### config.mk
export PLATFORM = sky130hd
export DESIGN_NAME = fifo_reader
export DESIGN_NICKNAME = d
export VERILOG_FILES = /design/src/rtl/fifo_reader_pkg.sv /design/src/rtl/fifo_reader_buf.sv /design/src/rtl/fifo_reader.sv
export SDC_FILE = /design/constraint.sdc
export NUM_CORES = 1
export LEC_CHECK = 0
export ABC_AREA = 0
export ABC_CLOCK_PERIOD_IN_PS = 2100
export CORE_MARGIN = 2
export CORE_UTILIZATION = 45
export CTS_CLUSTER_SIZE = 12
export DETAILED_ROUTE_END_ITERATION = 8
export GPL_ROUTABILITY_DRIVEN = 0
export PLACE_DENSITY = 0.72
export SETUP_SLACK_MARGIN = 0.4
export SKIP_CTS_REPAIR_TIMING = 1
export SYNTH_ARGS = -nofsm -noshare
export SYNTH_HDL_FRONTEND = slang
export SYNTH_SLANG_ARGS = --single-unit
### constraint.sdc
create_clock -name clk -period 2.1 [get_ports clk]
set_input_delay 0.42 -clock clk [delete_from_list [all_inputs] [get_ports clk]]
set_output_delay 0.42 -clock clk [all_outputs]
set_load 0.01 [all_outputs]
### src/rtl/fifo_reader_pkg.sv
// fifo_reader_pkg: shared types and constants for the FIFO read-side stream adapter.
// Optional build macro FIFO_READER_STATS_EN (used in fifo_reader.sv) sizes its counter with STAT_WIDTH.
package fifo_reader_pkg;

   typedef enum logic [1:0] {
      OCC_EMPTY = 2'd0,
      OCC_ONE   = 2'd1,
      OCC_TWO   = 2'd2
   } occ_t;

   localparam int BUF_DEPTH  = 2;
   localparam int STAT_WIDTH = 32;

endpackage

### src/rtl/fifo_reader_buf.sv
// fifo_reader_buf: 2-entry circular output buffer with push/pop, head data and occupancy.
// Not affected by FIFO_READER_STATS_EN.
module fifo_reader_buf
   import fifo_reader_pkg::*;
#(
   parameter int WORD_WIDTH = 8
) (
   input  logic                  clk,
   input  logic                  reset_n,
   input  logic                  push,
   input  logic [WORD_WIDTH-1:0] push_data,
   input  logic                  pop,
   output occ_t                  occ,
   output logic [WORD_WIDTH-1:0] head_data
);

   logic [WORD_WIDTH-1:0] mem [BUF_DEPTH];
   logic                  head;
   logic                  tail;
   occ_t                  occ_next;

   // Occupancy moves only when exactly one of push/pop happens.
   always_comb begin
      occ_next = occ;
      case ({push, pop})
         2'b10:   occ_next = occ_t'(occ + 2'd1);
         2'b01:   occ_next = occ_t'(occ - 2'd1);
         default: occ_next = occ;
      endcase
   end

   // Storage and pointers; reset clears contents so the head reads as zero.
   always_ff @(posedge clk) begin
      if (!reset_n) begin
         occ    <= OCC_EMPTY;
         head   <= 1'b0;
         tail   <= 1'b0;
         mem[0] <= '0;
         mem[1] <= '0;
      end else begin
         occ <= occ_next;
         if (push) begin
            mem[tail] <= push_data;
            tail      <= ~tail;
         end
         if (pop) begin
            head <= ~head;
         end
      end
   end

   assign head_data = mem[head];

   // Read issue keeps occ + inflight <= 2, so a landing word never meets a full buffer.
   a_no_push_when_full : assert property (@(posedge clk) disable iff (!reset_n)
      !(push && (occ == OCC_TWO)));

endmodule

### src/rtl/fifo_reader.sv
// fifo_reader: turns a 1-cycle-latency FIFO read port into a valid/ready stream,
// prefetching into a 2-entry buffer for full throughput under backpressure.
// Build macro FIFO_READER_STATS_EN adds o_word_count (saturating count of accepted words).
module fifo_reader
   import fifo_reader_pkg::*;
#(
   parameter int WORD_WIDTH = 8
) (
   input  logic                  clk,
   input  logic                  reset_n,
   input  logic                  i_en,
   output logic                  o_fifo_r_en,
   input  logic [WORD_WIDTH-1:0] i_fifo_r_data,
   input  logic                  i_fifo_empty,
   output logic                  o_valid,
   output logic [WORD_WIDTH-1:0] o_data,
   input  logic                  i_ready,
   output logic                  o_idle
`ifdef FIFO_READER_STATS_EN
   ,
   output logic [STAT_WIDTH-1:0] o_word_count
`endif
);

   // The buffer is built with 1-bit pointers; any other depth is a configuration error.
   if (BUF_DEPTH != 2) begin : g_bad_depth
      $error("fifo_reader: BUF_DEPTH must be 2");
   end

   logic       inflight;
   logic       pop;
   occ_t       occ;
   logic [1:0] occ_after;

   assign pop = o_valid && i_ready;

   // Slots committed after this edge: held words plus the landing word minus the departing one.
   assign occ_after = 2'(occ) + {1'b0, inflight} - {1'b0, pop};

   // Reset gates the read so no FIFO word is consumed while state is being cleared.
   assign o_fifo_r_en = reset_n && i_en && !i_fifo_empty && (occ_after < 2'd2);

   // A read issued this cycle returns data next cycle.
   always_ff @(posedge clk) begin
      if (!reset_n) begin
         inflight <= 1'b0;
      end else begin
         inflight <= o_fifo_r_en;
      end
   end

   fifo_reader_buf #(
      .WORD_WIDTH (WORD_WIDTH)
   ) u_buf (
      .clk       (clk),
      .reset_n   (reset_n),
      .push      (inflight),
      .push_data (i_fifo_r_data),
      .pop       (pop),
      .occ       (occ),
      .head_data (o_data)
   );

   assign o_valid = (occ != OCC_EMPTY);
   assign o_idle  = (occ == OCC_EMPTY) && !inflight;

`ifdef FIFO_READER_STATS_EN
   logic [STAT_WIDTH-1:0] word_count;

   // Count accepted words, holding at the maximum value.
   always_ff @(posedge clk) begin
      if (!reset_n) begin
         word_count <= '0;
      end else if (pop && (word_count != '1)) begin
         word_count <= word_count + 1'b1;
      end
   end

   assign o_word_count = word_count;
`endif

endmodule

==> flow_summary_export.csv <==
group,metric,value,unit
synthesis,synth-adder-area-share,0,%
run,max_cap_viol_count,0,
power_and_ir_drop,peakVddDrop,0.000339,V
synthesis,synth_compound_area_share,3.80,%
power_and_ir_drop,combPwrFrac,13.8,%
floorplanning,core-area,0.00202,mm2
final_layout,instances_no_fill,142,
routing,drc,0,
global_routing,grt_pass1_vias,667,
power_and_ir_drop,pwr_density_cell,566,mW/mm2
power_and_ir_drop,intPower,624,uW
place,dp.cells,133,
place,place_hpwl,1250,um
cts,clock_latency,290,ps
floorplanning,row_count,16,
final_layout,fin_area,0.00138,mm2
setup_path,crit_fanout,3,
setup_path,reg2reg_to,"u_buf.mem[0][3]$_SDFFCE_PN0P_",
routing,first_pass_iters,3,
worst_hold_path,hold_depth,2,
final_layout,area_growth,39.9,%
global_routing,grt_use_total,15.2,%
timing,finClkSkew,1.96,ps
power_and_ir_drop,power_frac_seq,62.5,%
setup_path,reg2reg_from,"inflight$_SDFF_PN0_",
synthesis,syn_nets,89,
synthesis,avgSynthCellArea,13.0,um2
cts,numCtsBuffers,3,
synthesis,yosys_warnings,0,
outcome,run_status,"complete, no violations",
routing,wl_per_cell,11.9,um
synthesis,syn_inst,76,
setup_path,regToRegSetupSlack,560,ps
power_and_ir_drop,p_leak,0.668,nW
floorplanning,start_util,48.9,%
routing,wirelength,1690,um
global_routing,grt.overflow.total,0,
timing,slew_headroom,60.2,%
timing,hold_violations,0,
floorplanning,dieArea,0.00259,mm2
cts,clk_pin_slew,110,ps
setup_path,crit_path_end_kind,"output port",
synthesis,synth_xor_area_share,1.77,%
routing,via_per_inst,4.74,
synthesis,synth_top_family_by_area,"simple AND/OR/NAND/NOR gates",
worst_hold_path,hold_start,"u_buf.head$_SDFFE_PN0P_",
cts,cts_root_buf,"clkbuf_4",
final_layout,drive_gt1_share,32.2,%
cts,clock_path_buffers,2,
synthesis,seq_area_frac_synth,60.8,%
power_and_ir_drop,switching_share,20.2,%
routing,drtAntennaViolNets,0,
timing,worst_slack,169,ps
timing,period_minus_slack,1930,ps
routing,vias,673,
setup_path,arrival,1510,ps
timing,rsz0062_at_grt,"true",
timing,finalSetupViolCount,0,
setup_path,crit_required,1680,ps
timing,fin_crit_sh,92.0,%
power_and_ir_drop,power.switching,158,uW
synthesis,ys.flop_type,"edfxtp_1",
global_routing,grt_start_max_net_pins,13,
floorplanning,ios,24,
floorplanning,die_width,50.9,um
synthesis,yosys.area_share.simple,21.0,%
synthesis,synth-edff-count,16,
setup_path,start_kind,"register",
power_and_ir_drop,clkPwrFrac,23.7,%
global_routing,antenna_found_initial,0,
synthesis,synthMuxAreaShare,10.6,%
global_routing,grt_pass1_wl,2790,um
cts,htree_levels,1,
place,placed_area,0.00131,mm2
worst_hold_path,min_to,"u_buf.head$_SDFFE_PN0P_",
cts,tritoncts,"yes",
worst_hold_path,holdCritPathClass,"register to register",
setup_path,r2r.worst_path.cells,4,
final_layout,diodes,0,
floorplanning,die_y,50.9,um
synthesis,ys_ff_latch,22,
place,pre_cts_slack,-475,ps
timing,fmax,518,MHz
routing,drt_iter0_drc,3,
timing,holdWs,597,ps
synthesis,synth_area,988,um2
final_layout,fill_cells,157,
timing,max_slew.worst_pin.slew,591,ps
final_layout,final_nets,129,
synthesis,ys_types,24,
setup_path,path_class,"register to output port",
cts,clock_sinks,22,
place,port_buffers,23,
synthesis,async_flop_share,0,%
timing,slew_violations,0,
metal layers:
metal  track usage, %  part of all wire (%)  vias to the layer above  wire length [um]
li1                 -                     -                      344                 -
met1             13.4                    36                      311               607
met2             30.0                    56                       16               938
met3             3.80                   6.8                        2               115
met4             9.46                   1.5                        0                26
met5                0                     0                        -                 0
power by group through the flow:
stage                     registers, mW  clock network [mW]  logic [mW]
after floorplan                   0.498                   0      0.0441
after global placement            0.500                   0       0.109
after detailed placement          0.501                   0       0.111
after CTS                         0.491               0.193       0.112
after global routing              0.492               0.210       0.118
final                             0.489               0.185       0.108
logic make-up (layout without fill, tap and decap cells):
family / Yosys count / in the layout
xor gates and xnor gates: 2 / 2
DFF: 22 / 22
and+or+nand+nor: 33 / 33
muxes: 9 / 9
buffers and inverters: 4 / 43
AOI/OAI and AO/OA: 6 / 6
flip-flops by register name, summed over array words and instances (netlist names), named ones only:
name        cells
inflight        1
u_buf.occ       2
u_buf.tail      1
u_buf.head      1
u_buf.mem      16
synthesized netlist by cell type, drive strengths merged, types with 2 or more instances:
master	number	share of area, %
and2	19	12
a211oi	2	1.5
and3	2	1.4
nand2	3	1.1
edfxtp	16	49
and3b	2	1.9
mux2	9	11
nand2b	2	1.3
nor2	2	0.76
o21ai	3	1.5
buf	2	1.3
dfxtp	6	12
stage by stage:
step | power, mW | TNS [ps] | utilization [%]
2_1_floorplan | 0.542 | 0 | -
3_3_place_gp | 0.609 | -457 | 64.9
3_5_place_dp | 0.612 | -475 | 64.9
4_1_cts | 0.796 | -918 | 66.2
5_1_grt | 0.820 | 0 | 68.4
6_report | 0.782 | 0 | 68.4
worst max-delay path: stages (launching register included):
cell and delay [ps]:
dfxtp_2 350, nor2b_4 150, mux2_4 320, a211oi_1 240
buf_2 170
worst max path at each step:
stage                              to                      start  slack, ps
final                     o_fifo_r_en  u_buf.occ[0]$_SDFFE_PN0P_        170
after detailed placement  o_fifo_r_en                    i_ready       -470
after global placement    o_fifo_r_en                    i_ready       -460
after CTS                 o_fifo_r_en                    i_ready       -500
after global routing      o_fifo_r_en  u_buf.occ[0]$_SDFFE_PN0P_        110
after floorplan           o_fifo_r_en                    i_ready        470
cell usage in the layout, fill, tap and decap left out:
cell,count
a211oi_1,2
a21o_1,1
and2_1,19
and3_1,1
and3_2,1
and3b_1,1
and3b_2,1
buf_2,2
buf_4,15
clkbuf_1,1
clkbuf_2,2
clkbuf_4,3
clkdlybuf4s50_1,11
dfxtp_1,4
dfxtp_2,1
dfxtp_4,1
dlymetal6s2s_1,8
edfxtp_1,16
inv_1,1
mux2_2,8
mux2_4,1
nand2_1,3
nand2b_1,2
nor2_1,2
nor2b_4,1
nor3_1,1
o21ai_0,3
or2_4,1
xnor2_1,1
xor2_1,1
final cells by class:
type / instances / area (um2) / share of cell area (%)
Sequential cell: 22 / 606 / 43.8
Multi-Input combinational cell: 50 / 370 / 26.8
Timing Repair Buffer: 38 / 343 / 24.8
Tap cell: 27 / 33.8 / 2.44
Clock buffer: 4 / 26.3 / 1.90
Inverter: 1 / 3.75 / 0.271
Power figures use the tool's default switching activity.
